**src/rtl/id_ex_skid_pkg.sv**
```systemverilog
// Shared decode/execute definitions for the ID/EX skid register.
// Bus widths and NOP encodings live here so parameter defaults track the core.
package id_ex_skid_pkg;

    localparam int unsigned AluOpBus   = 8;
    localparam int unsigned AluSelBus  = 3;
    localparam int unsigned RegBus     = 32;
    localparam int unsigned RegAddrBus = 5;

    localparam logic [AluOpBus-1:0]   EXE_NOP_OP   = 8'h00;
    localparam logic [AluSelBus-1:0]  EXE_RES_NOP  = 3'b000;
    localparam logic [RegBus-1:0]     ZeroWord     = 32'h0000_0000;
    localparam logic [RegAddrBus-1:0] NOPRegAddr   = 5'b00000;
    localparam logic                  WriteDisable = 1'b0;
    localparam logic                  RstEnable    = 1'b1;

    // Packed payload width: aluop, alusel, reg1, reg2, wd, wreg, dslot.
    function automatic int unsigned payload_width(input int unsigned aluop_w,
                                                  input int unsigned alusel_w,
                                                  input int unsigned reg_w,
                                                  input int unsigned regaddr_w);
        return aluop_w + alusel_w + 2 * reg_w + regaddr_w + 2;
    endfunction

endpackage

```
**src/rtl/id_ex_skid_skid_entry.sv**
```systemverilog
// One storage slot of the ID/EX skid buffer: payload register plus valid bit.
// Clearing (reset or squash) forces the payload to CLR_VAL so an empty slot
// always carries a harmless encoding.
module skid_entry
    import id_ex_skid_pkg::*;
#(
    parameter int unsigned  W       = 8,
    parameter logic [W-1:0] CLR_VAL = '0
) (
    input  logic         clk,
    input  logic         rst,
    input  logic         clr,
    input  logic         load,
    input  logic [W-1:0] load_data,
    output logic [W-1:0] data,
    output logic         valid
);

    // Slot register: clear wins over load, otherwise hold.
    always_ff @(posedge clk) begin
        if (rst == RstEnable || clr) begin
            valid <= 1'b0;
            data  <= CLR_VAL;
        end else if (load) begin
            valid <= 1'b1;
            data  <= load_data;
        end
    end

endmodule

```
**src/rtl/id_ex_skid.sv**
```systemverilog
// Elastic decode-to-execute register with a 2-entry skid buffer.
// The main slot drives ex_* directly; the skid slot absorbs one instruction
// when execute stalls, so id_ready is registered and never depends on ex_ready.
// Optional performance counters are enabled with ID_EX_SKID_PERF_EN.
module id_ex_skid
    import id_ex_skid_pkg::*;
#(
    parameter int unsigned          ALUOP_W    = AluOpBus,
    parameter int unsigned          ALUSEL_W   = AluSelBus,
    parameter int unsigned          REG_W      = RegBus,
    parameter int unsigned          REGADDR_W  = RegAddrBus,
    parameter logic [ALUOP_W-1:0]   NOP_ALUOP  = EXE_NOP_OP,
    parameter logic [ALUSEL_W-1:0]  NOP_ALUSEL = EXE_RES_NOP
) (
    input  logic                 clk,
    input  logic                 rst,
    input  logic                 flush,
    input  logic                 id_valid,
    output logic                 id_ready,
    input  logic [ALUOP_W-1:0]   id_aluop,
    input  logic [ALUSEL_W-1:0]  id_alusel,
    input  logic [REG_W-1:0]     id_reg1,
    input  logic [REG_W-1:0]     id_reg2,
    input  logic [REGADDR_W-1:0] id_wd,
    input  logic                 id_wreg,
    input  logic                 id_dslot,
    output logic                 ex_valid,
    input  logic                 ex_ready,
`ifdef ID_EX_SKID_PERF_EN
    output logic [31:0]          perf_stall_cnt,
    output logic [31:0]          perf_bubble_cnt,
`endif
    output logic [ALUOP_W-1:0]   ex_aluop,
    output logic [ALUSEL_W-1:0]  ex_alusel,
    output logic [REG_W-1:0]     ex_reg1,
    output logic [REG_W-1:0]     ex_reg2,
    output logic [REGADDR_W-1:0] ex_wd,
    output logic                 ex_wreg,
    output logic                 ex_dslot
);

    localparam int unsigned PW = payload_width(ALUOP_W, ALUSEL_W, REG_W, REGADDR_W);

    // Bubble encoding: NOP op, no register write, not a delay slot.
    localparam logic [PW-1:0] NOP_PAYLOAD = {NOP_ALUOP, NOP_ALUSEL, {REG_W{1'b0}},
                                             {REG_W{1'b0}}, {REGADDR_W{1'b0}},
                                             WriteDisable, 1'b0};

    logic [PW-1:0] id_payload;
    logic [PW-1:0] main_data;
    logic [PW-1:0] skid_data;
    logic [PW-1:0] main_load_data;
    logic          main_valid;
    logic          skid_valid;
    logic          main_load;
    logic          main_clr;
    logic          skid_load;
    logic          skid_clr;
    logic          skid_valid_d;
    logic          ready_q;
    logic          xfer_in;
    logic          xfer_out;

    assign id_payload = {id_aluop, id_alusel, id_reg1, id_reg2, id_wd, id_wreg, id_dslot};
    assign xfer_in    = id_valid & ready_q;
    assign xfer_out   = main_valid & ex_ready;

    // Slot control: decide loads/clears for both entries; flush overrides everything.
    always_comb begin
        main_load      = 1'b0;
        main_clr       = 1'b0;
        skid_load      = 1'b0;
        skid_clr       = 1'b0;
        main_load_data = id_payload;
        if (flush) begin
            main_clr = 1'b1;
            skid_clr = 1'b1;
        end else if (!main_valid) begin
            // Skid is never occupied while main is empty.
            main_load = xfer_in;
        end else if (xfer_out) begin
            if (skid_valid) begin
                // id_ready was low, so nothing can arrive this cycle.
                main_load      = 1'b1;
                main_load_data = skid_data;
                skid_clr       = 1'b1;
            end else if (xfer_in) begin
                main_load = 1'b1;
            end else begin
                main_clr = 1'b1;
            end
        end else begin
            skid_load = xfer_in;
        end
    end

    // Next skid occupancy, used to register id_ready.
    always_comb begin
        skid_valid_d = skid_valid;
        if (skid_clr) begin
            skid_valid_d = 1'b0;
        end else if (skid_load) begin
            skid_valid_d = 1'b1;
        end
    end

    // Ready register: high whenever the skid slot will be free.
    always_ff @(posedge clk) begin
        if (rst == RstEnable) begin
            ready_q <= 1'b1;
        end else begin
            ready_q <= ~skid_valid_d;
        end
    end

    assign id_ready = ready_q;

    skid_entry #(
        .W       (PW),
        .CLR_VAL (NOP_PAYLOAD)
    ) u_main (
        .clk       (clk),
        .rst       (rst),
        .clr       (main_clr),
        .load      (main_load),
        .load_data (main_load_data),
        .data      (main_data),
        .valid     (main_valid)
    );

    skid_entry #(
        .W       (PW),
        .CLR_VAL (NOP_PAYLOAD)
    ) u_skid (
        .clk       (clk),
        .rst       (rst),
        .clr       (skid_clr),
        .load      (skid_load),
        .load_data (id_payload),
        .data      (skid_data),
        .valid     (skid_valid)
    );

    assign ex_valid = main_valid;
    assign {ex_aluop, ex_alusel, ex_reg1, ex_reg2, ex_wd, ex_wreg, ex_dslot} = main_data;

`ifdef ID_EX_SKID_PERF_EN
    // Saturating stall/bubble counters; flush does not clear them.
    always_ff @(posedge clk) begin
        if (rst == RstEnable) begin
            perf_stall_cnt  <= 32'd0;
            perf_bubble_cnt <= 32'd0;
        end else begin
            if (main_valid && !ex_ready && perf_stall_cnt != 32'hFFFF_FFFF) begin
                perf_stall_cnt <= perf_stall_cnt + 32'd1;
            end
            if (!main_valid && perf_bubble_cnt != 32'hFFFF_FFFF) begin
                perf_bubble_cnt <= perf_bubble_cnt + 32'd1;
            end
        end
    end
`endif

endmodule

```
**config.mk**
```make
export PLATFORM = sky130hd
export DESIGN_NAME = id_ex_skid
export DESIGN_NICKNAME = d
export VERILOG_FILES = /design/src/rtl/id_ex_skid_pkg.sv /design/src/rtl/id_ex_skid_skid_entry.sv /design/src/rtl/id_ex_skid.sv
export SDC_FILE = /design/constraint.sdc
export NUM_CORES = 1
export LEC_CHECK = 0
export ABC_CLOCK_PERIOD_IN_PS = 1920
export BUFFER_PORTS_ARGS = -buffer_cell sky130_fd_sc_hd__buf_2
export CORE_MARGIN = 5
export CORE_UTILIZATION = 54
export DETAILED_ROUTE_END_ITERATION = 10
export PLACE_DENSITY = 0.77
export SETUP_SLACK_MARGIN = 0.02
export SYNTH_ARGS = -nofsm -noshare
export SYNTH_HDL_FRONTEND = slang
export SYNTH_SLANG_ARGS = --single-unit
export TNS_END_PERCENT = 5
```
**constraint.sdc**
```tcl
create_clock -name clk -period 1.92 [get_ports clk]
set_clock_uncertainty 0.2 [all_clocks]
set_input_delay 0.096 -clock clk [delete_from_list [all_inputs] [get_ports clk]]
set_output_delay 0.096 -clock clk [all_outputs]
set_load 0.01 [all_outputs]
```
After elaboration in Yosys (flattened, before gate mapping)
Index checks and enable logic that the tools add are counted.
{"block": "classes", "muxes": 23, "bitwise_logic": 3, "reduce_logical": 2}
{"op": "$mux 82", "count": 4}
{"op": "$mux 1", "count": 19}
{"op": "$and 1x1->1", "count": 2}
{"op": "$logic_or 1x1->1", "count": 2}
{"op": "$not 1->1", "count": 1}
{"block": "totals", "reg_bits": 167, "word_cells": 33, "out_inout_bits": 84, "in_bits": 87}

Depth between registers and ports, before layout
Gate-level depths: netlist of the first run.
{"block": "logic_depth", "ltp_word": 7, "mapped_depth": 6, "ltp_nobuf": 3}

By module
From an unflattened synthesis of the first run, not the netlist that was laid out.
{"block": "hier_totals", "cells_unflattened": 640, "area_unflattened_um2": 7410.9}
{"mod": "skid_entry", "seq_area_each_um2": 1661.6, "n_inst": 2, "cells_per_inst": 268, "area_each_um2": 2955.3}
{"mod": "id_ex_skid", "seq_area_each_um2": 20.0, "n_inst": 1, "cells_per_inst": 104, "area_each_um2": 1500.2}

Worst setup path after synthesis of the first run
OpenSTA, ideal clock, no wires.
{"block": "synth_timing", "kind": "reg-to-reg", "start": "register u_main.valid", "end": "register u_main.data[41]", "setup_ns": 0.131, "setup_slack_ns": 0.244, "period_less_slack_ns": 1.676, "n_path_buf": 3, "stages_incl_launch_ff": 7, "t_required_ns": 1.589, "arrival_time_ns": 1.345, "path_cell_list": "dfxtp_1 buf_4 nand2_1 o31ai_1 buf_2 buf_2 a311oi_2"}
{"block": "synth_between", "elab_chain_len": 5, "word_cells_on_any_way": 11, "cone_classes": "mux: 9; bitwise: 1; reduce/logical: 1"}
{"element": "start: declaration", "line_no": "id_ex_skid_skid_entry.sv:16", "source": "output logic valid"}
{"element": "start signal: assignment", "line_no": "id_ex_skid_skid_entry.sv:22", "source": "valid <= 1'b0;"}
{"element": "start signal: assignment", "line_no": "id_ex_skid_skid_entry.sv:25", "source": "valid <= 1'b1;"}
{"element": "$and 1x1->1", "line_no": "id_ex_skid.sv:66", "source": "assign xfer_out = main_valid & ex_ready;"}
{"element": "$mux 1", "line_no": "id_ex_skid.sv:81", "source": "end else if (xfer_out) begin"}
{"element": "$mux 1", "line_no": "id_ex_skid.sv:78", "source": "end else if (!main_valid) begin"}
{"element": "$mux 1", "line_no": "id_ex_skid.sv:75", "source": "if (flush) begin"}
{"element": "$logic_or 1x1->1", "line_no": "id_ex_skid_skid_entry.sv:21", "source": "if (rst == RstEnable || clr) begin"}
{"element": "end signal: assignment", "line_no": "id_ex_skid_skid_entry.sv:26", "source": "data <= load_data;"}
{"element": "end: declaration", "line_no": "id_ex_skid_skid_entry.sv:15", "source": "output logic [W-1:0] data,"}
Parallel ways exist; a longest one is shown, timed or not.
A chain may end at the register's enable or synchronous reset.

Final worst setup path of the first run
{"block": "layout_timing", "start": "register u_skid.valid", "end": "register u_main.data[40]"}
{"block": "layout_between", "elab_chain_len": 5, "word_cells_on_any_way": 13, "cone_classes": "mux: 12; reduce/logical: 1"}
{"element": "start: declaration", "line_no": "id_ex_skid_skid_entry.sv:16"}
{"element": "start signal: assignment", "line_no": "id_ex_skid_skid_entry.sv:22"}
{"element": "start signal: assignment", "line_no": "id_ex_skid_skid_entry.sv:25"}
{"element": "$mux 1", "line_no": "id_ex_skid.sv:82", "source": "if (skid_valid) begin"}
{"element": "$mux 1", "line_no": "id_ex_skid.sv:81"}
{"element": "$mux 1", "line_no": "id_ex_skid.sv:78"}
{"element": "$mux 1", "line_no": "id_ex_skid.sv:75"}
{"element": "$logic_or 1x1->1", "line_no": "id_ex_skid_skid_entry.sv:21"}
Parallel ways exist; a longest one is shown, timed or not.

==> impl_metrics.csv, run 1 <==
group,metric,value,unit
power,p_total,7.80,mW
global_routing,grt_overflow_total,0,
logic_synthesis,yosysTopAreaCell,"dfxtp_1",
clocking,cts_hold_buf,84,
logic_synthesis,ys_ff_latch,167,
global_routing,globalRouteTotalUtil,0.276,
worst_setup_path,critPathArrivalTime,1.90,ns
placement,port_buffers,170,
worst_setup_path,critPathMaxFanout,30,
logic_synthesis,synthMuxAreaShare,0,
floorplan,die_h,129,um
logic_synthesis,syn_area_per_cell,8.79,sq um
clocking,cts.reportedPaths.clkPinSlew,0.06,ns
cells_and_area,drive_above_1_share,0.296,
global_routing,grt_pass1_wl,37100,um
timing,tightest_slew,0.520,ns
route,first_pass_iters,6,
timing,hold_viol_final,0,
worst_hold_path,hold_path_class,"primary input to register",
power,power_density,781,nW/um^2
cells_and_area,fin_nets,1149,
logic_synthesis,postSynthCellCount,868,
floorplan,dieArea,16600,sq um
logic_synthesis,syn_nets,955,
floorplan,coreArea,13900,sq um
floorplan,rows,43,
timing,slew_headroom,0.653,
logic_synthesis,synthDistinctLibCells,24,
logic_synthesis,synth-compound-area-share,0.339,
logic_synthesis,yosysSeqAreaShare,0.438,
worst_setup_path,worstPathRequired,2.01,ns
route,drt_wl_total,23200,um
power,p_leak,3.69,nW
logic_synthesis,ys_warn_count,0,
logic_synthesis,ys_top_cells_by_area,"dfxtp_1, a311oi_2, nand2_1",
timing,report.final.slew_viol_count,0,
logic_synthesis,async_reset_ff_frac,0,
logic_synthesis,synth_simple_gate_area_frac,0.145,
timing,fin_crit_sh,0.940,
logic_synthesis,synth_edf_count,0,
worst_setup_path,endpoint_kind,"register",
route,drtIter0Drc,776,
timing,tns,0,ns
global_routing,grt_pass1_vias,7344,
timing,setup_ws,0.114,ns
clocking,cts_resized,0,
timing,setup_viol,0,
timing,fmax,0.554,GHz
logic_synthesis,synth_top_family_by_area,"compound AO/OA/AOI/OAI gates",
route,ant_nets,0,
global_routing,antenna_found_initial,0,
placement,gp_congestion,0.811,
clocking,cts_buffers,17,
placement,pre_cts_ws,0.136,ns
floorplan,io_pins,171,
route,vias,7692,
cells_and_area,syn2layout_area_growth,31.0,%
clocking,cts_max_path_buffers,2,
clocking,root_buffer,"clkbuf_16",
clocking,h-tree-depth,4,
logic_synthesis,synth_top_area_frac,0.438,
route,post-route-drc-count,0,
logic_synthesis,netlist_area,7630,sq um
global_routing,grt_start_max_net_pins,65,
flow_run,drv_cap,0,
logic_synthesis,synth-xor-area-share,0,
timing,finalCriticalPeriod,1.81,ns
placement,dp.final_hpwl,13000,um
worst_setup_path,critPathKind,"register to register",
status,status,"finished clean",
logic_synthesis,yosys.area_share.adder,0,
floorplan,start_util,0.549,
clocking,cts_tree,"yes",
power,ir_worst_vdd,0.651,mV
route,wl_per_cell,18.4,um
timing,rsz0062_at_grt,"no",
clocking,cts_setup_buffers,0,
clocking,clock_sinks,167,
floorplan,die_w,129,um
logic_synthesis,synth-main-ff-cell,"dfxtp_1",
route,viasPerCell,6.13,
worst_setup_path,start_kind,"register",
cells_and_area,diodes,0,
clocking,clk_latency,0.42,ns
## metrics by stage
| step | cell area, sq um | cells | utilization | hold slack (ns) |
|---|---|---|---|---|
| floorplan | 7630 | 868 | - | 0.0437 |
| global placement | 8580 | 1139 | 0.618 | 0.162 |
| detailed placement | 8580 | 1139 | 0.618 | 0.168 |
| CTS | 9990 | 1255 | 0.720 | 0.0569 |
| global route | 9990 | 1255 | 0.720 | 0.0965 |
| finish | 9990 | 1255 | 0.720 | 0.0732 |
## metal layers
metal,GRT usage,vias up,wire length [um]
li1,-,3598,-
met1,0.341,3672,9410
met2,0.457,360,11300
met3,0.0511,62,1550
met4,0.144,0,857
met5,0,-,0
## path summary, 6_finish.rpt
path	slack [ns]	depth (start not counted)	to	startpoint
worst max-delay path	0.11	4	u_main.data[40]	u_skid.valid
worst min-delay path	0.07	4	u_skid.data[0]	ex_ready
worst max register to register	0.11	4	u_main.data[40]	u_skid.valid
worst min register to register	0.27	2	u_skid.data[79]	u_skid.data[79]
## synthesized netlist by cell type, types with 2 or more instances
library cell / instances
buf_6: 9
o21ai_0: 82
a21oi_1: 84
and4b_1: 2
a31oi_1: 82
dfxtp_1: 167
buf_2: 63
nand4b_1: 2
buf_1: 3
a311oi_1: 2
buf_4: 10
nand3_1: 82
inv_1: 2
a311oi_2: 80
nand2_1: 165
nor2_1: 3
clkbuf_1: 23
## registers in the layout, summed over array words and instances, names as in the netlist
signal / flops
u_main.data: 82
id_ready: 1
u_skid.valid: 1
u_main.valid: 1
u_skid.data: 82
## worst max-delay path, stage by stage, from the launching register on
cell and delay, ns:
dfxtp_1 0.46, nand4b_1 0.39, buf_4 0.39, nand2_1 0.13, a311oi_2 0.09
## power breakdown
part           switching, mW  internal (mW)
combinational          0.533          0.406
clock                   1.36           1.94
sequential            0.0366           3.53
## layout make-up
cell class                 count  area [sq um]
clock buffer                  23           498
clock inverter                 9          72.6
fill                        1026          3890
inverter                       2          10.0
multi-input combinational    591          3730
sequential                   167          3340
tap                          180           225
timing repair buffer         283          2110
## logic make-up after synthesis
kind of cell | after synthesis
AND/OR/NAND/NOR | 258
flip-flops | 167
AO/OA/AOI/OAI | 333
buffers and inverters | 110
## cells in the final DEF (no fill, tap or decap), drive strengths merged, types with 23 or more instances in the layout
master,count
a21oi,84
a311oi,82
a31oi,82
buf,199
clkbuf,23
dfxtp,167
dlygate4sd3,84
nand2,165
nand3,82
o21ai,83
(Power assumes the default switching activity.)
==> run 2, diff against run 1 <==
--- a/config.mk
+++ b/config.mk
@@ -5,12 +5,13 @@
 export SDC_FILE = /design/constraint.sdc
 export NUM_CORES = 1
 export LEC_CHECK = 0
+export ABC_AREA = 1
 export ABC_CLOCK_PERIOD_IN_PS = 1920
 export BUFFER_PORTS_ARGS = -buffer_cell sky130_fd_sc_hd__buf_2
-export CORE_MARGIN = 5
-export CORE_UTILIZATION = 54
+export CORE_MARGIN = 2
+export CORE_UTILIZATION = 55
 export DETAILED_ROUTE_END_ITERATION = 10
-export PLACE_DENSITY = 0.77
+export PLACE_DENSITY = 0.78
 export SETUP_SLACK_MARGIN = 0.02
 export SYNTH_ARGS = -nofsm -noshare
 export SYNTH_HDL_FRONTEND = slang
==> impl_metrics.csv, run 2 <==
group,metric,value,unit
logic_synthesis,syn_nets,1339,
worst_setup_path,rr_worst_depth,7,
clocking,clk_latency,0.42,ns
logic_synthesis,synth_simple_gate_area_frac,0.373,
logic_synthesis,synth_edf_count,0,
timing,tightest_slew,0.459,ns
worst_setup_path,endpoint_kind,"register",
worst_setup_path,cp_num_buf_inv,1,
route,drt_wl_total,20500,um
clocking,clock_sinks,167,
timing,setup_viol,0,
placement,port_buffers,170,
logic_synthesis,synth-xor-area-share,0,
route,vias,8032,
logic_synthesis,synthMuxAreaShare,0,
cells_and_area,fin_area,10400,sq um
timing,hold_viol_final,0,
worst_setup_path,start_kind,"register",
route,post-route-drc-count,0,
timing,rsz0062_at_grt,"yes",
logic_synthesis,yosys.area_share.adder,0,
logic_synthesis,synth-main-ff-cell,"dfxtp_1",
worst_setup_path,worstPathRequired,2.07,ns
cells_and_area,fin_nets,1556,
logic_synthesis,ys_warn_count,0,
cells_and_area,final_common_cell,"nor2_1",
logic_synthesis,ys_top_cells_by_area,"dfxtp_1, nor2_1, nand2_1",
logic_synthesis,synth_top_area_frac,0.429,
logic_synthesis,synth-compound-area-share,0.0563,
logic_synthesis,syn_area_per_cell,6.23,sq um
worst_hold_path,hold_path_class,"primary input to register",
route,ant_nets,0,
worst_setup_path,timing.critical_path.mode_cell,"nand2_1",
logic_synthesis,netlist_area,7800,sq um
clocking,cts_buffers,17,
floorplan,coreArea,13900,sq um
cells_and_area,syn2layout_area_growth,33.5,%
route,drtIter0Drc,713,
logic_synthesis,synth_common_cells,"nor2_1, nand2_1, dfxtp_1",
power,ir_worst_vdd,0.633,mV
cells_and_area,drive_above_1_share,0.159,
placement,dp.final_hpwl,11800,um
floorplan,rows,43,
cells_and_area,mostFrequentLayoutCells,"nor2_1, nand2_1, buf_2",
floorplan,io_pins,171,
power,p_leak,4.88,nW
power,p_total,8.48,mW
logic_synthesis,synthDistinctLibCells,17,
route,wl_per_cell,12.4,um
cells_and_area,final_util,0.750,
logic_synthesis,synth_top_family_by_area,"simple AND/OR/NAND/NOR gates",
clocking,cts.reportedPaths.clkPinSlew,0.06,ns
worst_setup_path,critPathArrivalTime,1.92,ns
clocking,root_buffer,"clkbuf_16",
cells_and_area,reg_top3,"u_main.data: 82 flops, u_skid.data: 82 flops",
floorplan,start_util,0.562,
timing,slew_headroom,0.694,
global_routing,grt_pass1_wl,33200,um
timing,report.final.slew_viol_count,0,
clocking,h-tree-depth,4,
timing,fmax,0.567,GHz
global_routing,globalRouteTotalUtil,0.275,
worst_setup_path,path_delay_family,"simple AND/OR/NAND/NOR gates",
status,status,"finished clean",
placement,place_area,8830,sq um
worst_setup_path,cp_slowest_stage_delay,0.37,ns
global_routing,grt_pass1_vias,7105,
logic_synthesis,ys_ff_latch,167,
timing,fin_crit_sh,0.919,
timing,hold-worst-slack,0.0983,ns
worst_setup_path,path_depth,7,
logic_synthesis,async_reset_ff_frac,0,
timing,finalCriticalPeriod,1.76,ns
cells_and_area,diodes,0,
clocking,cts_max_path_buffers,2,
worst_setup_path,crit_chain,"nand2_1 -> o21ai_4 -> nand2_4 -> buf_12 -> nand2_1 -> nand2_1 -> nor2_1",
logic_synthesis,postSynthCellCount,1252,
clocking,cts_tree,"yes",
route,viasPerCell,4.83,
global_routing,grt_overflow_total,0,
worst_setup_path,critPathMaxFanout,46,
worst_setup_path,critPathKind,"register to register",
logic_synthesis,yosysTopAreaCell,"dfxtp_1",
global_routing,antenna_found_initial,0,
power,power_density,814,nW/um^2
route,first_pass_iters,5,
floorplan,die_w,123,um
worst_hold_path,hold_depth,6,
global_routing,grt_start_max_net_pins,103,
placement,gp_congestion,0.779,
floorplan,die_h,123,um
flow_run,drv_cap,0,
floorplan,dieArea,15100,sq um
logic_synthesis,yosysMostFrequentCell,"nor2_1",
logic_synthesis,yosysSeqAreaShare,0.429,
worst_setup_path,slowest_stage,"o21ai_4",
run 2: cell types whose count changed after synthesis, sizes merged, moves of 2 or more:
cell,before,now
nand4b,2,0
nor2,3,410
and4b,2,0
nand2,165,252
buf,85,64
clkbuf,23,15
a31oi,82,1
a21oi,84,2
a311oi,82,0
inv,2,172
run 2: what timing repair did:
item,CTS,global route
hold buffers,84,0
resized for setup,0,1
endpoints found under the setup margin,0,60
setup buffers,0,1
hold endpoints to repair,166,0
run 2: through the flow:
step	worst slack (ns)	std cells	TNS (ns)
final	0.156	1662	0
after global routing	-0.00616	1662	-0.00616
after detailed placement	0.124	1545	0
after global placement	0.206	1545	0
after floorplan	0.413	1252	0
after CTS	0.0764	1661	0
run 2: cell families after synthesis:
| group | count (synthesis) |
|---|---|
| simple gates | 747 |
| buf+inv | 251 |
| flops | 167 |
| compound gates | 87 |
run 2: worst paths after layout:
| path | start | endpoint | slack (ns) |
|---|---|---|---|
| worst min-delay path | ex_ready | u_skid.valid | 0.1 |
| worst max-delay path | id_ready | u_main.data[20] | 0.16 |
| worst max register to register | id_ready | u_main.data[20] | 0.16 |
| worst min register to register | u_skid.data[48] | u_skid.data[48] | 0.28 |
run 2: final cells by class:
class	instances	area [sq um]
clock buffer	19	443
inverter	172	646
clock inverter	13	274
tap	180	225
sequential	167	3340
fill	1076	3460
timing repair buffer	277	2080
multi-input combinational	834	3410
run 2: worst min-delay path, delay by kind of cell:
kind            cells  cell delay [ns]
buf+inv             2             0.21
simple gates        3             0.28
compound gates      1             0.07
run 2: per-layer routing:
metal	wire length, um	part of all wire	vias up	GRT usage
met2	9990	0.49	262	0.462
met5	0	0	-	0
met4	550	0.027	0	0.117
met1	8930	0.43	3578	0.347
li1	-	-	4144	-
met3	1080	0.052	48	0.0494
run 2: where the power goes:
part           total (mW)  switching (mW)  internal [mW]
logic               0.810           0.432          0.379
clock network        4.14            1.40           2.74
registers            3.53          0.0235           3.51
total                8.48            1.86           6.62
==> run 3, diff against run 2 <==
==> constraint.sdc (replaced) <==
create_clock -name clk -period 1.92 [get_ports clk]
set_clock_uncertainty 0.2 [all_clocks]
set_input_delay 0.192 -clock clk [delete_from_list [all_inputs] [get_ports clk]]
set_output_delay 0.192 -clock clk [all_outputs]
set_load 0.01 [all_outputs]
==> impl_metrics.csv, run 3 (synthesis gave the netlist of run 2 again) <==
group,metric,value,unit
global_routing,globalRouteTotalUtil,0.273,
timing,slew_headroom,0.702,
power,ir_worst_vdd,0.635,mV
timing,finalCriticalPeriod,1.79,ns
cells_and_area,finalNonFillerCells,1660,
power,power_density,768,nW/um^2
timing,tightest_slew,0.448,ns
placement,gp_congestion,0.804,
worst_setup_path,endpoint_kind,"register",
clocking,cts_setup_buffers,0,
worst_setup_path,critPathMaxFanout,37,
worst_setup_path,critPathKind,"register to register",
cells_and_area,fillCellCount,1126,
timing,report.final.slew_viol_count,0,
placement,dp_cells,1545,
clocking,h-tree-depth,4,
status,status,"finished clean",
route,vias,7970,
route,drtIter0Drc,604,
placement,port_buffers,170,
worst_hold_path,hold_path_class,"primary input to register",
floorplan,dieArea,15100,sq um
route,wl_per_cell,12.2,um
cells_and_area,mostFrequentLayoutCells,"nor2_1, nand2_1, buf_2",
worst_setup_path,r2r_slack,0.13,ns
floorplan,coreArea,13900,sq um
floorplan,die_w,123,um
worst_setup_path,timing.rr.start,"id_ready",
cells_and_area,drive_above_1_share,0.158,
cells_and_area,final_common_cell,"nor2_1",
route,viasPerCell,4.80,
cells_and_area,fin_nets,1555,
floorplan,start_util,0.562,
timing,rsz0062_at_grt,"no",
cells_and_area,syn2layout_area_growth,31.9,%
clocking,clk_latency,0.42,ns
route,ant_nets,0,
timing,fin_crit_sh,0.932,
worst_setup_path,critPathArrivalTime,1.94,ns
route,post-route-drc-count,0,
timing,hold_viol_final,0,
clocking,cts_tree,"yes",
floorplan,rows,43,
timing,fmax,0.559,GHz
global_routing,grt_pass1_vias,7391,
power,p_leak,4.82,nW
worst_hold_path,hp-start,"ex_ready",
route,first_pass_iters,5,
global_routing,antenna_found_initial,2,
clocking,cts.reportedPaths.clkPinSlew,0.06,ns
floorplan,io_pins,171,
placement,dp.final_hpwl,11600,um
clocking,cts_max_path_buffers,2,
worst_setup_path,worstSetupStartpoint,"id_ready",
timing,hold-worst-slack,0.158,ns
worst_setup_path,worstPathRequired,2.08,ns
clocking,cts_buffers,17,
global_routing,grt_overflow_total,0,
worst_setup_path,start_kind,"register",
timing,tns,0,ns
clocking,root_buffer,"clkbuf_16",
clocking,clock_sinks,167,
global_routing,grt_start_max_net_pins,103,
timing,setup_viol,0,
route,drt_wl_total,20200,um
floorplan,die_h,123,um
global_routing,grt_pass1_wl,32900,um
cells_and_area,reg_top3,"u_main.data: 82 flops, u_skid.data: 82 flops",
flow_run,drv_cap,0,
[run 3: changes by cell type in the layout (fill, tap and decap cells not counted), sizes merged]
cell / before / now
buf: 193 / 192
bufinv: 8 / 4
clkbuf: 19 / 20
clkinv: 3 / 5
clkinvlp: 2 / 1
diode: 0 / 1
[run 3: power breakdown]
part	internal [mW]	total [mW]	switching, mW
clock network	2.22	3.57	1.35
registers	3.51	3.53	0.0234
logic	0.374	0.802	0.428
[run 3: worst paths after layout]
path,to,cells past startpoint
worst max register to register,u_main.data[45],7
worst max-delay path,u_main.data[45],7
worst min-delay path,u_skid.valid,6
worst min register to register,u_skid.data[48],2
[run 3: repair_timing]
item | 4_1_cts | 5_1_grt
hold buffers | 84 | 0
resized for setup | 0 | 1
setup endpoints to repair | 0 | 11
hold endpoints to repair | 166 | 0
[run 3: layout make-up]
| cell class | instances | area, sq um | area share |
|---|---|---|---|
| timing repair buffer | 276 | 2060 | 0.200 |
| sequential | 167 | 3340 | 0.325 |
| clock inverter | 10 | 153 | 0.0148 |
| inverter | 172 | 646 | 0.0627 |
| clock buffer | 20 | 457 | 0.0444 |
| multi-input combinational | 834 | 3410 | 0.331 |
| tap | 180 | 225 | 0.0219 |
| antenna | 1 | 2.50 | 0.000243 |
[run 3: metrics by stage]
| stage | utilization | power [mW] | area (sq um) | setup slack, ns |
|---|---|---|---|---|
| 2_1_floorplan | - | 4.00 | 7800 | 0.413 |
| 3_3_place_gp | 0.636 | 4.26 | 8830 | 0.200 |
| 3_5_place_dp | 0.636 | 4.26 | 8830 | 0.151 |
| 4_1_cts | 0.741 | 7.93 | 10300 | 0.114 |
| 5_1_grt | 0.741 | 8.18 | 10300 | 0.0260 |
| 6_report | 0.741 | 7.90 | 10300 | 0.131 |
[run 3: routing by layer]
layer | vias to the layer above | part of all wire | global-route usage
li1 | 4145 | - | -
met1 | 3533 | 0.43 | 0.314
met2 | 234 | 0.49 | 0.481
met3 | 56 | 0.055 | 0.0572
met4 | 2 | 0.032 | 0.131
met5 | - | 0.00069 | 0
[run 3: critical path: stages (launching register included)]
cell	delay (ns)
dfxtp_1	0.33
nand2_1	0.20
a21oi_4	0.40
nand2_4	0.12
buf_12	0.20
nand2_1	0.08
nand2_1	0.06
nor2_1	0.13
